File: src/rtl/score_bcd_pkg.sv
// Shared types and helpers for the sequential binary-to-BCD converter.
// Holds the FSM state type, the nibble width and the elaboration-time sizing helpers.
package score_bcd_pkg;

  localparam int unsigned BCD_NIBBLE = 4;

  typedef enum logic [1:0] {
    IDLE,
    SHIFT,
    DONE
  } bcd_state_t;

  // Counter must be able to hold the value WIDTH itself.
  function automatic int unsigned cnt_width(input int unsigned width);
    return $clog2(width + 1);
  endfunction

  // True when DIGITS decimal digits can represent every WIDTH-bit value.
  function automatic bit bcd_fits(input int unsigned width, input int unsigned digits);
    longint unsigned pow10;
    longint unsigned max_bin;
    pow10 = 1;
    for (int unsigned i = 0; i < digits; i++) begin
      pow10 = pow10 * 10;
    end
    max_bin = (64'd1 << width) - 64'd1;
    return pow10 > max_bin;
  endfunction

endpackage

File: src/rtl/bcd_add3.sv
// Double-dabble nibble corrector: adds 3 to a BCD nibble that is 5 or more.
module bcd_add3
  import score_bcd_pkg::*;
(
  input  logic [BCD_NIBBLE-1:0] nib_in,
  output logic [BCD_NIBBLE-1:0] nib_out
);

  always_comb begin
    nib_out = nib_in;
    if (nib_in >= 4'd5) begin
      nib_out = nib_in + 4'd3;
    end
  end

endmodule

File: src/rtl/score_bcd.sv
// Iterative shift-add-3 binary-to-BCD converter with registered, glitch-free digit outputs.
// Restarts automatically when the input differs from the last converted value.
module score_bcd
  import score_bcd_pkg::*;
#(
  parameter int unsigned WIDTH  = 8,
  parameter int unsigned DIGITS = 3
) (
  input  logic                       clk,
  input  logic                       rst_n,
  input  logic [WIDTH-1:0]           i_value,
  output logic [BCD_NIBBLE*DIGITS-1:0] o_bcd,
  output logic [DIGITS-1:0]          o_digit_en,
  output logic                       o_valid,
  output logic                       o_busy
);

  localparam int unsigned AccW = BCD_NIBBLE * DIGITS;
  localparam int unsigned CntW = cnt_width(WIDTH);

  if (!bcd_fits(WIDTH, DIGITS)) begin : g_bad_params
    $error("score_bcd: DIGITS too small to represent every WIDTH-bit value");
  end

  bcd_state_t          state_q, state_d;
  logic [WIDTH-1:0]    last_q, last_d;
  logic [WIDTH-1:0]    shift_q, shift_d;
  logic [AccW-1:0]     acc_q, acc_d;
  logic [AccW-1:0]     acc_corr;
  logic [CntW-1:0]     cnt_q, cnt_d;
  logic [AccW-1:0]     bcd_q, bcd_d;
  logic [DIGITS-1:0]   en_q, en_d;
  logic [DIGITS-1:0]   en_calc;
  logic                valid_q, valid_d;

  for (genvar g = 0; g < DIGITS; g++) begin : g_add3
    bcd_add3 u_add3 (
      .nib_in  (acc_q[g*BCD_NIBBLE +: BCD_NIBBLE]),
      .nib_out (acc_corr[g*BCD_NIBBLE +: BCD_NIBBLE])
    );
  end

  // Digit k is shown if it or any more significant digit is nonzero.
  always_comb begin
    en_calc = '0;
    for (int k = 0; k < DIGITS; k++) begin
      en_calc[k] = |(acc_q >> (BCD_NIBBLE * k));
    end
    en_calc[0] = 1'b1;
  end

  always_comb begin
    state_d = state_q;
    last_d  = last_q;
    shift_d = shift_q;
    acc_d   = acc_q;
    cnt_d   = cnt_q;
    bcd_d   = bcd_q;
    en_d    = en_q;
    valid_d = 1'b0;
    unique case (state_q)
      IDLE: begin
        if (i_value != last_q) begin
          last_d  = i_value;
          shift_d = i_value;
          acc_d   = '0;
          cnt_d   = CntW'(WIDTH);
          state_d = SHIFT;
        end
      end
      SHIFT: begin
        {acc_d, shift_d} = {acc_corr, shift_q} << 1;
        cnt_d = cnt_q - CntW'(1);
        if (cnt_q == CntW'(1)) begin
          state_d = DONE;
        end
      end
      DONE: begin
        bcd_d   = acc_q;
        en_d    = en_calc;
        valid_d = 1'b1;
        state_d = IDLE;
      end
      default: state_d = IDLE;
    endcase
  end

  always_ff @(posedge clk or negedge rst_n) begin
    if (!rst_n) begin
      state_q <= IDLE;
      last_q  <= '0;
      shift_q <= '0;
      acc_q   <= '0;
      cnt_q   <= '0;
      bcd_q   <= '0;
      en_q    <= DIGITS'(1);
      valid_q <= 1'b0;
    end else begin
      state_q <= state_d;
      last_q  <= last_d;
      shift_q <= shift_d;
      acc_q   <= acc_d;
      cnt_q   <= cnt_d;
      bcd_q   <= bcd_d;
      en_q    <= en_d;
      valid_q <= valid_d;
    end
  end

  assign o_bcd      = bcd_q;
  assign o_digit_en = en_q;
  assign o_valid    = valid_q;
  assign o_busy     = (state_q != IDLE);

endmodule

File: config.mk
export PLATFORM = sky130hd
export DESIGN_NAME = score_bcd
export DESIGN_NICKNAME = d
export VERILOG_FILES = /design/src/rtl/score_bcd_pkg.sv /design/src/rtl/bcd_add3.sv /design/src/rtl/score_bcd.sv
export SDC_FILE = /design/constraint.sdc
export NUM_CORES = 1
export LEC_CHECK = 0
export ABC_AREA = 1
export CAP_MARGIN = 20
export CORE_MARGIN = 3
export CORE_UTILIZATION = 50
export DETAILED_ROUTE_END_ITERATION = 10
export PLACE_DENSITY = 0.75
export REMOVE_ABC_BUFFERS = 1
export SLEW_MARGIN = 20
export SYNTH_ARGS = -nofsm -noshare
export SYNTH_HDL_FRONTEND = slang
export SYNTH_SLANG_ARGS = --single-unit
export TNS_END_PERCENT = 100
File: constraint.sdc
create_clock -name clk -period 1.5 [get_ports clk]
set_clock_uncertainty 0.2 [all_clocks]
set_input_delay 0.45 -clock clk [delete_from_list [all_inputs] [get_ports clk]]
set_output_delay 0.45 -clock clk [all_outputs]
set_load 0.01 [all_outputs]
==> metrics <==
n_diodes=0; DRC Markers=0; end of the worst register-to-register path=shift_q[3]$_DFFE_PN0P_; Syn Std Cell Area=2440 µm²; final setup margin=-0.250 ns; Core Area=4530 µm²; worst-skew pair later-pin latency=0.30 ns; worst path bufs/invs=1; period utilization=117%; initial antenna violation count=0; fraction of layout cells with a size suffix above 1=approximately two fifths; Vias/cell=5.09; crit-path leading delay family=simple AND/OR/NAND/NOR gates; DPL Wire Length=3490 µm; CTS Buffer Depth=2; clock transition at the registers of the reported paths=0.08 ns; Die ar.=5750 µm²; Startpoint Class=flip-flop; WL/cell=14.1 µm; Avg Inst Size Synth=8.21 µm²; Tmin final=1.75 ns; Distinct cells, synth=26; Fill cells=302; CTS Sinks=49; Hold EP=o_bcd[4]$_DFFE_PN0P_; final global-route overflow total=0; Largest stage delay, worst path=0.41 ns; Iter 0 DRT Violations=101; DRT Wirelength=roughly 6300 µm; Critical Path Fanout Max=8; failing checks=setup timing; worst reg-to-reg setup slack=-0.25 ns; length of the first detailed-routing pass in iterations=4; MaxCap Viol Count=0; starting density of the core=53.8%; H-tree levels=2; cells along the critical path=xnor2_1 > nand2_1 > nor2_1 > nand2_2 > nand2_4 > buf_12 > nand2_8 > nand2_2 > nand2_1; cell depth of the worst flop-to-flop path=9; fmax=~570 MHz; NumNets Final=400; cells after synthesis=297; hold path start=o_bcd[4]$_DFFE_PN0P_; RSZ-0062 raised after global routing=yes; die width=75.8 µm; Chip Height=75.8 µm; Num CTS Buffers=5; DR vias=between 2000 and 2500; num rows=24; RR Startpoint=last_q[2]$_DFFE_PN0P_; outcome=finished, violations left; synth warn=0; PortBufs=25; Final Hold Fails=0; synth-to-layout area growth=45.8%; Worst Setup End Kind=flip-flop; vias in the first global route=2158; Pleak=1.82 nW; Slowest-stage cell, CP=dfrtp_1; gpl congestion=0.775; Hold Slack=roughly 0.29 ns; Power Dens Cells=between 2000 and 2500 nW/µm²; Tot GR Track Use=22.3%; CP Data Arrival Time=1.74 ns; final setup fails=34; Worst Hold Class=flip-flop to flip-flop; Pins Over Slew Limit=0; Crit Path Class=flip-flop to flip-flop; CTS tree=built; CTS Root Cell=clkbuf_8; Antenna Nets Post-Route=0; pre-CTS setup slack=-0.614 ns; first-pass GRT wire length=9670 µm; maximum VDD drop=roughly 0.0014 V; Ports=27; FF+latch count, synth=49; hold path depth=2; pin count of the biggest net entering global routing=50; sequential area share after synthesis=50.3%; required time worst endpoint=1.49 ns
## power breakdown
group	switching [mW]	total [mW]	internal (mW)	leakage [nW]
sequential	0.479	2.41	1.94	0.600
clock	0.438	0.982	0.544	0.0585
combinational	2.48	4.68	2.20	1.16
total	3.40	8.08	4.68	1.82
## layout by cell type (no fill, tap or decap), types with 4 or more instances in the layout
cell / count
nand3_2: 21
nor2_1: 10
nand2_1: 63
nand2_2: 20
dfrtp_1: 49
a21oi_1: 7
inv_1: 31
buf_8: 6
buf_6: 4
o21ai_0: 28
nand3_1: 11
buf_4: 50
xnor2_1: 5
buf_2: 15
o21ai_2: 7
nand2_4: 5
dlygate4sd2_1: 6
ha_1: 9
clkbuf_8: 6
## kinds of logic after synthesis
logic type               after synthesis  synth area share (%)
AO/OA/AOI/OAI                         49                  10.3
XOR/XNOR                               6                  2.15
adder cells (fa/ha/maj)               10                  5.13
buffers and inverters                 45                  8.41
flip-flops                            49                  50.3
other                                  1                 0.154
AND/OR/NAND/NOR                      137                  23.6
## synthesized netlist by cell type, drive strengths merged
cell type,n,share of area [%]
nand2,89,14
o211ai,1,0.31
a21oi,8,1.6
nor2,13,2.1
dfrtp,49,50
clkbuf,5,0.77
or2,1,0.26
o31ai,1,0.31
nand4,1,0.26
o21ai,38,7.8
nand3,32,6.6
ha,10,5.1
xnor2,5,1.8
buf,7,2.6
inv,33,5.1
a31oi,1,0.26
xor2,1,0.36
conb,1,0.15
and3,1,0.26
## per-stage QoR
stage | setup TNS, ns | util [%] | total power [mW] | instance area (µm²) | instances
after floorplan | -6.34 | - | 4.25 | 2360 | 285
after CTS | -2.40 | 74.9 | 7.48 | 3400 | 439
final | -6.60 | 78.4 | 8.08 | 3550 | 446
after global routing | -7.74 | 78.4 | 8.71 | 3550 | 446
after global placement | -18.19 | 65.4 | 5.58 | 2970 | 411
after detailed placement | -18.79 | 65.4 | 5.73 | 2970 | 411
## state kept, by name, indices dropped and copies added, names as in the netlist
signal and cells:
o_bcd 12, acc_q 12, shift_q 8, state_q 2
last_q 8, cnt_q 4, o_valid 1, o_digit_en 2
## timing repair
action,4_1_cts,5_1_grt
gates resized for setup,135,30
buffers inserted,16,7
pin swaps,24,22
endpoints found under the setup margin,49,42
cloned,3,0
hold buffers,1,0
hold endpoints to repair,49,0
## routing by layer
layer	GRT usage, %	vias to the layer above	part of all wire [%]	wire length (µm)
met3	2.90	11	2.9	185
met2	40.5	42	54	3410
met5	0	-	0	0
met1	26.7	1107	41	2580
met4	8.35	0	1.9	120
li1	-	1112	-	-
## worst max-delay path by stage
stage	from	to	slack, ns	depth (start not counted)
floorplan	state_q[1]$_DFFE_PN0P_	cnt_q[1]$_DFFE_PN0P_	-0.35	4
global placement	i_value[0]	shift_q[6]$_DFFE_PN0P_	-0.60	9
detailed placement	i_value[0]	shift_q[5]$_DFFE_PN0P_	-0.61	9
CTS	state_q[0]$_DFFE_PN0P_	o_busy	-0.20	3
global route	last_q[2]$_DFFE_PN0P_	shift_q[3]$_DFFE_PN0P_	-0.28	9
finish	last_q[2]$_DFFE_PN0P_	shift_q[3]$_DFFE_PN0P_	-0.25	9
## worst reg2reg max path: stages, from the launching register on
cell and delay [ns]:
dfrtp_1 0.41, xnor2_1 0.20, nand2_1 0.08, nor2_1 0.16
nand2_2 0.11, nand2_4 0.10, buf_12 0.15, nand2_8 0.10
nand2_2 0.09, nand2_1 0.06
## layout make-up
type	instances	area, µm²	share of cell area (%)
multi-input combinational	203	1250	35.1
sequential	49	1230	34.5
timing repair buffer	88	756	21.3
inverter	33	126	3.56
clock buffer	7	86.3	2.43
tap	65	81.3	2.29
clock inverter	1	30.0	0.845
No activity file was read; power rests on OpenSTA's default activity.
